File: config.mk
export PLATFORM = sky130hd
export DESIGN_NAME = tx_arbiter
export DESIGN_NICKNAME = d
export VERILOG_FILES = /design/src/rtl/tx_arbiter.sv
export SDC_FILE = /design/constraint.sdc
export NUM_CORES = 1
export LEC_CHECK = 0
export CAP_MARGIN = 10
export CORE_MARGIN = 1
export CORE_UTILIZATION = 35
export CTS_CLUSTER_DIAMETER = 80
export CTS_CLUSTER_SIZE = 20
export DETAILED_ROUTE_END_ITERATION = 10
export GPL_TIMING_DRIVEN = 0
export PLACE_DENSITY = 0.71
export SLEW_MARGIN = 20
export SYNTH_ARGS = -nofsm -noshare
export SYNTH_HDL_FRONTEND = slang
export SYNTH_SLANG_ARGS = --single-unit
File: constraint.sdc
create_clock -name clk -period 5.1 [get_ports clk]
set_input_delay 0.51 -clock clk [delete_from_list [all_inputs] [get_ports clk]]
set_output_delay 0.51 -clock clk [all_outputs]
set_load 0.03 [all_outputs]
File: src/rtl/tx_arbiter.sv
// -----------------------------------------------------------------------------
// tx_arbiter
//
// Round-robin arbiter that accepts 32-bit words from NUM_REQ requesters and
// serializes each one, most-significant byte first, into a byte-wide UART
// transmitter. Each byte goes through a start / busy-acknowledge / busy-done
// handshake before the next byte is started.
//
// Optional feature (compile-time macro):
//   TX_ARBITER_HEADER_EN  -- each word is preceded by a header byte
//                            {5'b10100, grant_id}, giving 5 bytes per word.
//                            Undefined (default): 4 data bytes per word and no
//                            header logic.
//
// Parameters:
//   NUM_REQ    number of requesters, 2..8
//
// Ports:
//   clk        system clock, rising edge
//   rst        asynchronous active-high reset
//   req_valid  [NUM_REQ]     requester i presents a word
//   req_data   [32*NUM_REQ]  word of requester i at bits [32i+31:32i]
//   req_ready  [NUM_REQ]     one-cycle accept pulse for requester i
//   tx_busy    UART transmitter busy flag
//   tx_start   one-cycle pulse asking the UART to send tx_data
//   tx_data    byte presented to the UART; changes only while tx_start is high
//   grant_id   index of the requester currently or last granted
//   busy       high while a word is being granted or serialized
// -----------------------------------------------------------------------------
module tx_arbiter #(
  parameter int NUM_REQ = 4
) (
  input  logic                   clk,
  input  logic                   rst,
  input  logic [NUM_REQ-1:0]     req_valid,
  input  logic [32*NUM_REQ-1:0]  req_data,
  output logic [NUM_REQ-1:0]     req_ready,
  input  logic                   tx_busy,
  output logic                   tx_start,
  output logic [7:0]             tx_data,
  output logic [2:0]             grant_id,
  output logic                   busy
);

  if (NUM_REQ < 2 || NUM_REQ > 8) begin : g_bad_num_req
    $error("tx_arbiter: NUM_REQ must be in 2..8");
  end

`ifdef TX_ARBITER_HEADER_EN
  localparam int IDX_W     = 3;
  localparam int NUM_BYTES = 5;
`else
  localparam int IDX_W     = 2;
  localparam int NUM_BYTES = 4;
`endif
  localparam logic [IDX_W-1:0] LAST_IDX = IDX_W'(NUM_BYTES - 1);

  typedef enum logic [2:0] {
    IDLE      = 3'd0,
    GRANT     = 3'd1,
    SEND      = 3'd2,
    WAIT_ACK  = 3'd3,
    WAIT_DONE = 3'd4
  } state_t;

  state_t            state, state_next;
  logic [2:0]        last_grant;
  logic [2:0]        winner;
  logic [31:0]       word;
  logic [31:0]       sel_word;
  logic [IDX_W-1:0]  byte_idx;
  logic [7:0]        cur_byte;
  logic [7:0]        tx_data_q;

  // Round-robin pick: offsets are scanned from the farthest down to the
  // nearest so the valid requester closest after last_grant is written last
  // and therefore wins.
  always_comb begin
    winner = last_grant;
    for (int i = NUM_REQ; i >= 1; i--) begin
      for (int j = 0; j < NUM_REQ; j++) begin
        if (req_valid[j] && ((int'(last_grant) + i) % NUM_REQ) == j)
          winner = 3'(j);
      end
    end
  end

  // Word of the requester being granted, captured at the end of GRANT.
  always_comb begin
    sel_word = '0;
    for (int j = 0; j < NUM_REQ; j++) begin
      if (grant_id == 3'(j))
        sel_word = req_data[32*j +: 32];
    end
  end

`ifdef TX_ARBITER_HEADER_EN
  always_comb begin
    case (byte_idx)
      3'd0:    cur_byte = {5'b10100, grant_id};
      3'd1:    cur_byte = word[31:24];
      3'd2:    cur_byte = word[23:16];
      3'd3:    cur_byte = word[15:8];
      default: cur_byte = word[7:0];
    endcase
  end
`else
  always_comb begin
    case (byte_idx)
      2'd0:    cur_byte = word[31:24];
      2'd1:    cur_byte = word[23:16];
      2'd2:    cur_byte = word[15:8];
      default: cur_byte = word[7:0];
    endcase
  end
`endif

  // NOTE: every output of this block gets a default before the case so no
  // path leaves it unassigned, which would otherwise infer a latch.
  always_comb begin
    state_next = state;
    tx_start   = 1'b0;
    req_ready  = '0;
    case (state)
      IDLE: begin
        if (|req_valid) state_next = GRANT;
      end
      GRANT: begin
        for (int j = 0; j < NUM_REQ; j++)
          req_ready[j] = (grant_id == 3'(j));
        state_next = SEND;
      end
      SEND: begin
        if (!tx_busy) begin
          tx_start   = 1'b1;
          state_next = WAIT_ACK;
        end
      end
      WAIT_ACK: begin
        if (tx_busy) state_next = WAIT_DONE;
      end
      WAIT_DONE: begin
        if (!tx_busy) state_next = (byte_idx == LAST_IDX) ? IDLE : SEND;
      end
      default: state_next = IDLE;
    endcase
  end

  // NOTE: state registers use non-blocking assignments so every flop samples
  // pre-edge values regardless of the order the simulator evaluates blocks.
  always_ff @(posedge clk or posedge rst) begin
    if (rst) begin
      state      <= IDLE;
      last_grant <= 3'(NUM_REQ - 1);
      grant_id   <= '0;
      word       <= '0;
      byte_idx   <= '0;
      tx_data_q  <= '0;
    end else begin
      state <= state_next;
      if (state == IDLE && |req_valid) begin
        grant_id   <= winner;
        last_grant <= winner;
      end
      if (state == GRANT) begin
        word     <= sel_word;
        byte_idx <= '0;
      end
      if (state == WAIT_DONE && !tx_busy)
        byte_idx <= byte_idx + 1'b1;
      if (tx_start)
        tx_data_q <= cur_byte;
    end
  end

  // The new byte is forwarded during the start pulse itself and then held by
  // tx_data_q, so tx_data only ever changes while tx_start is high.
  assign tx_data = tx_start ? cur_byte : tx_data_q;
  assign busy    = (state != IDLE);

endmodule

==> impl_results.md, run 1 <==
- CTS tree: yes
- Clock skew: approximately 9.3 ps
- Startpoint Class: flip-flop
- Synth Area in Compound Gates: a little over an eighth
- HP Class: flip-flop to flip-flop
- Standby leakage power: approximately 1.9 nW
- Measured slew at the worst slew-check pin: around 680 ps
- GRT Overall Usage: roughly a fifth
- Chip Width: ~96 um
- Number of port buffers: 150
- Vias in the first global route: 2887
- Xor-xnor portion of the synthesized cell area: 0%
- Final Max Tran Viols: 0
- Worst EP arrival: between 2000 and 3000 ps
- DRT Wirelength: between 9000 and 10000 um
- P per Cell Area: approximately 510 mW/mm^2
- Status: finished, final reports clean
- Core Util, Final: 57.9%
- Worst rel slew slack: 54.1%
- Largest family of logic cells by synthesized area: multiplexers
- Worst-path clk slew: ~90 ps
- Post-synthesis simple-gate area fraction: under 10%
- Yosys reg bits: 49
- CTS buffer count: 5
- Ys Warns: 0
- N_diodes: 0
- Crit path time final: around 3400 ps
- GP Congestion: between 0.7 and 0.8
- Post-synthesis instance total: 246
- Finished layout cell area: about 0.0049 sq mm
- CP Data Required Time: between 4000 and 5000 ps
- First-pass GRT wire length: 14200 um
- Share of cells above drive strength 1: around a fifth
- Mux contribution to synthesized area: 32.1%
- DRC Markers: 0
- Longest Clk Path Bufs: 2
- Cts repair resizes: 0
- Pre-Repair DR Iteration Count: 4
- # IOs: about 150
- Final period util: 67.6%
- WHS: 489 ps
- Adder-Cell Fraction of Synth Area: about 1.6%
- Setup Viol. Count Final: 0
- Final ANT Viol Nets: 0
- Setup TNS: 0 ps
- Post-DP HPWL: about 7000 um
- Starting Density: 36.8%
- Clock insertion delay at the later pin of the skew report: 300 ps
- Mean post-synth cell area: around 13 sq um
- Vias post-DR: between 2k and 3k
- Placed instance area: 0.00474 sq mm
- Sequential element share of the synthesized area: approximately 40%
- Endpoint class of the critical path: output pin
- Congestion Overflow GR: 0
- Hold_buf cts: 0
- Layout Nets: ~540
- Clk sinks: around 50
- DRT iter0 DRCs: 91
- Layout overhead on the synthesized area: 57.3%
- Number of library cell types mapped by synthesis: 38
- Worst VDD drop: 0.000298 V
- CTS Root Buffer Type: clkbuf_8
- Cell Rows: 33
- Final hold violations: 0
- Vias per inst: around 5.3
- Die height: roughly 96 um
- RSZ-0062 raised after global routing: false
- Worst Path Max Fanout: 10
- Syn_nets: slightly below 400
- Core area: 0.00838 sq mm
- Mapped cell area: ~0.0031 sq mm
- Post-CTS Setup Bufs: 0
- Max-cap viol count: 0
- Largest net degree at the start of global routing: 29
- H-tree depth: 2
- Initial antenna violation count: 0
- Die ar.: approximately 0.009 sq mm
- Crit Path Class: flip-flop to output pin
- DR WL/cell: between 15 and 20 um
- Fmax achieved: ~0.29 GHz
cells in the mapped netlist:
cell / instances / area [sq um]
nor3_1: 1 / 5.00
a22oi_1: 8 / 60.1
nand3b_1: 2 / 15.0
buf_4: 3 / 22.5
a21oi_1: 14 / 70.1
nand2_1: 12 / 45.0
a221oi_2: 1 / 15.0
dfstp_2: 2 / 52.6
a21boi_0: 1 / 7.51
mux2_2: 24 / 270
nand2b_1: 5 / 31.3
o2bb2ai_1: 2 / 17.5
a21o_1: 11 / 82.6
buf_8: 1 / 15.0
and3b_1: 1 / 8.76
inv_1: 14 / 52.6
nor3b_1: 3 / 22.5
a2bb2oi_1: 1 / 8.76
nor2b_1: 2 / 12.5
clkbuf_1: 8 / 30.0
nor3b_2: 1 / 12.5
nor2_1: 4 / 15.0
ha_1: 4 / 50.1
dfrtp_1: 47 / 1180
or4_1: 1 / 7.51
or4b_1: 1 / 10.0
a32oi_1: 1 / 8.76
a221oi_1: 7 / 61.3
conb_1: 1 / 3.75
mux4_2: 32 / 721
buf_2: 6 / 30.0
a31o_2: 1 / 8.76
and3_1: 2 / 12.5
buf_6: 2 / 22.5
o21ai_0: 11 / 55.1
a31oi_1: 4 / 25.0
buf_1: 4 / 15.0
and2_1: 1 / 6.26
report_power, final:
part | total (mW) | internal, mW | leakage [nW] | switching, mW
clock network | 0.290 | 0.160 | 0.0585 | 0.130
registers | 0.687 | 0.591 | 0.587 | 0.0964
logic | 1.49 | 0.755 | 1.30 | 0.736
state kept, by name (all words and copies together) (netlist names):
name,cells
word,32
tx_data_q,8
state,3
byte_idx,2
grant_id,2
last_grant,2
routing by layer:
metal	part of all wire, %	global-route usage [%]	vias to the layer above	wire, um
met2	53	37.7	86	4810
met4	1.4	6.09	0	122
met3	6.1	4.19	11	548
li1	-	-	1254	-
met5	0	0	-	0
met1	39	24.7	1362	3520
through the flow:
step / cells / worst slack [ps] / power, mW
2_1_floorplan: 246 / 2690 / 1.71
3_3_place_gp: 501 / 1770 / 2.16
3_5_place_dp: 502 / 1740 / 2.20
4_1_cts: 510 / 1660 / 2.49
5_1_grt: 510 / 1470 / 2.65
6_report: 510 / 1650 / 2.47
worst max-delay path, cell delays in order, from the launching register on:
cell	delay [ps]
dfrtp_1	420
ha_1	160
clkbuf_1	380
clkbuf_1	470
a21oi_1	100
a221oi_2	260
a21o_1	140
clkdlybuf4s50_1	700
final cells by class:
| class | count | area (sq um) |
|---|---|---|
| fill | 705 | 3530 |
| multi-input combinational | 159 | 1670 |
| timing repair buffer | 151 | 1520 |
| sequential | 49 | 1230 |
| buffer | 24 | 135 |
| tap | 105 | 131 |
| clock buffer | 7 | 86.3 |
| inverter | 14 | 52.6 |
| clock inverter | 1 | 30.0 |
logic make-up after synthesis:
kind of cell | after synthesis
adders and majority gates | 4
other | 1
muxes | 56
AOI/OAI and AO/OA | 62
buffers and inverters | 38
DFF | 49
and+or+nand+nor | 36
placed cells by master, fill, tap and decap left out, types with 5 or more instances in the layout:
cell type / synthesis / routed
clkdlybuf4s50_1: 0 / 150
dfrtp_1: 47 / 47
mux4_2: 32 / 32
mux2_2: 24 / 24
a21oi_1: 14 / 14
inv_1: 14 / 13
nand2_1: 12 / 12
o21ai_0: 11 / 11
a21o_1: 11 / 11
clkbuf_1: 8 / 9
a22oi_1: 8 / 8
a221oi_1: 7 / 7
buf_2: 6 / 6
clkbuf_8: 0 / 6
nand2b_1: 5 / 5
path summary, 6_finish.rpt:
kind	depth (start not counted)	startpoint	slack, ps	end
min reg2reg	1	tx_data_q[4]	490	tx_data_q[4]
max	7	byte_idx[0]	1650	tx_data[6]
max in group asynchronous	3	rst	3970	last_grant[1]
min in group asynchronous	2	rst	540	tx_data_q[0]
max reg2reg	6	byte_idx[0]	3100	tx_data_q[6]
min	1	tx_data_q[4]	490	tx_data_q[4]
No activity file was read; power rests on OpenSTA's default activity.
==> inputs of run 2 (changes only) <==
clock period = 3.5 ns   (was 5.1 ns; I/O delays follow)
==> results of run 2 <==
The final DEF is identical to that of run 1. Status: finished, final reports clean.
Main changes from that run: setup slack after placement 1740 ps -> 455 ps; setup slack after layout 1650 ps -> 210 ps; hold slack 489 ps -> 383 ps; register-to-register setup slack 3100 ps -> 1500 ps; total power 2.47 mW -> 3.60 mW; worst IR drop on VDD 0.000298 V -> 0.000434 V
==> variant 1, RTL diff (config.mk and constraints of run 2) <==
The parameter `NUM_REQ` goes from 4 to 8.
--- a/src/rtl/tx_arbiter.sv
+++ b/src/rtl/tx_arbiter.sv
@@ -30,3 +30,3 @@
 module tx_arbiter #(
-  parameter int NUM_REQ = 4
+  parameter int NUM_REQ = 8
 ) (
Ports: changed (resized req_data, req_ready and req_valid); port bits go from 152 to 288. No check against the original RTL was run, so the function may have changed too.
==> variant 1 against run 2 <==
Sequential cell count rose by 2; largest power group unchanged; critical path type is now reg -> reg; power up 90%; setup slack worse by 0.043 ns; non-clock buffer count increased by 195; final area grew 83%; synthesized area is 79% higher; sequential power up 11%; wire length increased to 3.3 times the old value; via count increased to 2.8 times the old value.
==> variant 1: results (changes against run 2) <==
Leakage=0.00358 µW (was 0.00195 µW); Port-buffer cells=285 (was 150); Non-CTS buffers=370 (was 175); sequential cell area=1280 µm² (was 1230 µm²); fraction of area in multi-input gates=43.4% (was 34.4%); routed wire length on met2=13800 µm (was 4810 µm); clock root cell=clkbuf_16 (was clkbuf_8); worst-path cell with the longest stage delay=dfstp_2 (was clkdlybuf4s50_1); Worst Path Arrival=3.56 ns (was 2.94 ns); number of antenna violations at the first check in global routing=1 (was 0); worst-margin pin slew=0.700 ns (was 0.683 ns); Max Clock Skew=0.0113 ns (was 0.00931 ns); DR WL/cell=23.8 µm (was 17.7 µm); ClkCell Share=1.93% (was 2.40%); synth top area cells=dfrtp_1 (22%), mux2i_1 (8.4%), a21oi_1 (6.3%) (was dfrtp_1 (38%), mux4_2 (23%), mux2_2 (8.8%)); Starting DRT DRC Count=830 (was 91); Inverters, non-clock=11 (was 14); R2R Path Start=last_grant[2]$_DFFE_PP1P_ (was byte_idx[0]$_DFFE_PP0P_); met2 usage=56.9% (was 37.7%); GR Layer Usage met3=6.41% (was 4.19%); outcome=completed (unchanged); GR Util met1=50.5% (was 24.7%); non-clk buf share=36.7% (was 34.1%); RR Endpoint=last_grant[0]$_DFFE_PP1P_ (was tx_data_q[6]$_DFF_PP0_); r2r setup slk=0.17 ns (was 1.50 ns); # fillers=1537 (was 705); clock buffers=5 (was 7); global-route wire length before repair=43700 µm (was 14200 µm); Pre-antenna DRT Iters=8 (was 4); met3 WL=2780 µm (was 548 µm); wl on met1=12500 µm (was 3520 µm); VDD IR max=0.305 mV (was 0.434 mV); Final HPWL DP=24800 µm (was 7190 µm)
-- variant 1: cells by family (layout without fill, tap and decap cells) --
family / after synthesis / count (layout) / share of synthesized area [%]
flip-flops: 51 / 51 / 23.2
buffers and inverters: 92 / 389 / 7.08
other: 0 / 1 / 0
AO/OA/AOI/OAI: 292 / 292 / 37.3
multiplexers: 54 / 54 / 10.3
AND/OR/NAND/NOR: 254 / 254 / 20.8
adder cells (fa/ha/maj): 6 / 6 / 1.36
-- variant 1: how the worst max path moves through the flow --
stage,from,endpoint
floorplan,last_grant[2]$_DFFE_PP1P_,last_grant[0]$_DFFE_PP1P_
global placement,last_grant[2]$_DFFE_PP1P_,last_grant[0]$_DFFE_PP1P_
detailed placement,last_grant[2]$_DFFE_PP1P_,grant_id[0]$_DFFE_PP0P_
CTS,last_grant[2]$_DFFE_PP1P_,grant_id[0]$_DFFE_PP0P_
global route,state[2]$_DFFE_PP0P_,tx_data[6]
finish,last_grant[2]$_DFFE_PP1P_,last_grant[0]$_DFFE_PP1P_
-- variant 1: through the flow --
stage / hold WS (ns) / setup slack [ns] / cell area [µm²] / instances
after floorplan: 0.450 / 0.721 / 5510 / 749
after global placement: 0.477 / -0.0763 / 8630 / 1245
after detailed placement: 0.484 / 0.0339 / 8650 / 1246
after CTS: 0.386 / 0.0156 / 8820 / 1254
after global routing: 0.421 / 0.0147 / 8860 / 1258
final: 0.369 / 0.168 / 8860 / 1258
-- variant 1: report_power, final --
part	switching, µW	internal (µW)
registers	224	881
clock network	242	341
logic	3150	2000
-- variant 1: repair_timing --
| item | in CTS | in global routing |
|---|---|---|
| gates resized for setup | 0 | 9 |
| setup buffers | 0 | 4 |
| endpoints found under the hold margin | 0 | 0 |
| endpoints found under the setup margin | 0 | 8 |
==> variant 2, RTL diff (settings of run 2) <==
Made on the original files. Make the reset (`rst`) synchronous in one clocked block. Comments in the files are not updated.
--- a/src/rtl/tx_arbiter.sv
+++ b/src/rtl/tx_arbiter.sv
@@ -150,3 +150,3 @@
   // pre-edge values regardless of the order the simulator evaluates blocks.
-  always_ff @(posedge clk or posedge rst) begin
+  always_ff @(posedge clk) begin
     if (rst) begin
Function: not settled (the Yosys comparison gave no result); the edit may change what the design does.
==> variant 2 against run 2 <==
Setup slack gained 0.17 ns; cell count grew 2.4%; register-to-register slack lost 0.23 ns; final area shrank 5.0%; worst hold slack gained 0.083 ns; synthesized cell count grew 6.5%; core utilization grew 0.87 points; first-iteration DRC count grew 76%; synthesized area shrank 6.2%; sequential cell count is the same; wire length shrank 1.3%; via count grew 2.8%; critical endpoint unchanged; largest cell class unchanged; highest routed layer unchanged.
Power is not compared: it rests on default switching activity, and its combinational part moved more than twofold at a synthesized area within 25%.
==> variant 2: results (changes against run 2) <==
outcome=completed (unchanged); Largest Register=word (unchanged); largest net degree at the start of global routing=17 (was 29); Clock transition at path regs=0.10 ns; DR WL/cell=17.0 µm (was 17.7 µm); Avg Cell Area, Syn=11.0 µm² (was 12.5 µm²); synth cell count leaders=dfxtp_1 (49), a22o_1 (32), mux4_2 (32) (was dfrtp_1 (47), mux4_2 (32), mux2_2 (24)); placed cell count=514 (was 502); post-synthesis async set-or-reset flop share=0% (was 100%); Nets=558 (was 543); worst-path cell with the longest stage delay=clkdlybuf4s50_1 (unchanged); Total Routing Usage GR=21.5% (was 20.7%); VDD IR max=0.188 mV; biggest regs=word (32), tx_data_q (8), state (3) (unchanged); clock root cell=clkbuf_8 (unchanged); fin cells=522 (was 510); global-route wire length before repair=14100 µm (was 14200 µm); max incr delay on CP=0.66 ns (was 0.70 ns); Post-Place Setup Slack=0.398 ns (was 0.455 ns); crit path time final=3.12 ns (was 3.29 ns); share of layout cells above drive strength 1=15.2% (was 20.2%); synth top area cells=dfxtp_1 (34%), mux4_2 (25%), a22o_1 (9.7%) (was dfrtp_1 (38%), mux4_2 (23%), mux2_2 (8.8%)); H-tree lvl count=2 (unchanged); Tightest Hold Check Type=reg -> reg (was in -> async); Synthesis Warnings=0 (unchanged); Pre-antenna DRT Iters=4 (unchanged); Post-CTS Setup Inserts=0 (unchanged); CTS Buf Count=5 (unchanged); Max Clock Skew=0.00668 ns (was 0.00931 ns); Leakage=0.00168 µW; total grt overflow=0 (unchanged); number of antenna violations at the first check in global routing=0 (unchanged); max-cap violation count=0 (unchanged); clk_lat worst skew=0.31 ns; Starting DRT DRC Count=160 (was 91); Port-buffer cells=150 (unchanged); PostCTS Resize Cnt=0 (unchanged); diode count=0 (unchanged); Synth cell types=43 (was 38); CP Max Fanout=10 (unchanged); Via density=5.34 (was 5.32); Synth Net Count=401 (was 385); Slew Limit Headroom=44.4% (was 54.1%); Longest Clk Path Bufs=2 (unchanged); r2r setup slk=1.27 ns (was 1.50 ns); register area share after synthesis=33.9% (was 39.8%); P_int=1160 µW; Final HPWL DP=7180 µm (was 7190 µm); routability cong.=0.849 (was 0.790)
[variant 2: cell types whose count changed in the layout (fill, tap and decap cells not counted), sizes merged, moves of 10 or more]
| cell | change |
|---|---|
| a21oi | +10 |
| a22o | +32 |
| dfrtp | -47 |
| dfxtp | +49 |
| mux2 | -23 |
[variant 2: cell families after synthesis]
kind of cell / after synthesis / synth area share [%]
AOI/OAI and AO/OA: 88 / 23.2
DFF: 49 / 33.9
and+or+nand+nor: 44 / 8.65
buffers and inverters: 43 / 7.13
muxes: 33 / 25.3
adders and majority gates: 4 / 1.73
other: 1 / 0.130
[variant 2: final cells by class]
cell class,instances,area (µm²)
Fill cell,695,3230
Inverter,15,56.3
Tap cell,102,128
Buffer,28,150
Sequential cell,49,981
Clock buffer,5,68.8
Timing Repair Buffer,150,1500
Clock inverter,3,21.3
Multi-Input combinational cell,170,1710
[variant 2: routing by layer]
metal / track usage [%] / wire length [µm] / part of all wire [%] / vias to the layer above
li1: - / - / - / 1346
met1: 27.5 / 3900 / 44 / 1329
met2: 36.8 / 4340 / 49 / 105
met3: 4.02 / 518 / 5.8 / 9
met4: 6.03 / 117 / 1.3 / 0
met5: 0 / 0 / 0 / -
[variant 2: final timing paths]
kind | start | cells past startpoint | endpoint
hold reg to reg | tx_data_q[3]$_SDFF_PP0_ | 2 | tx_data_q[3]$_SDFF_PP0_
setup reg to reg | grant_id[1]$_SDFFE_PP0P_ | 4 | word[9]$_SDFFE_PP0P_
setup / recovery | tx_busy | 7 | tx_data[6]
hold / removal | tx_data_q[3]$_SDFF_PP0_ | 2 | tx_data_q[3]$_SDFF_PP0_
[variant 2: critical path, delay by kind of cell]
family / cells / cell delay (ns)
and+or+nand+nor: 2 / 0.62
AOI/OAI and AO/OA: 1 / 0.30
buffers and inverters: 4 / 1.48
[variant 2: per-stage QoR]
step	hold slack, ns	total power (µW)	cell area, µm²
final	0.466	1700	4610
after global routing	0.495	1790	4610
after CTS	0.470	1720	4610
after detailed placement	0.456	1380	4520
after global placement	0.447	1370	4520
after floorplan	0.439	1080	2890
[variant 2: power groups by stage]
stage          registers, µW  clock network [µW]  logic, µW
2_1_floorplan            671                   0        410
3_3_place_gp             673                   0        696
3_5_place_dp             673                   0        707
4_1_cts                  660                 348        709
5_1_grt                  669                 372        754
6_report                 661                 344        698
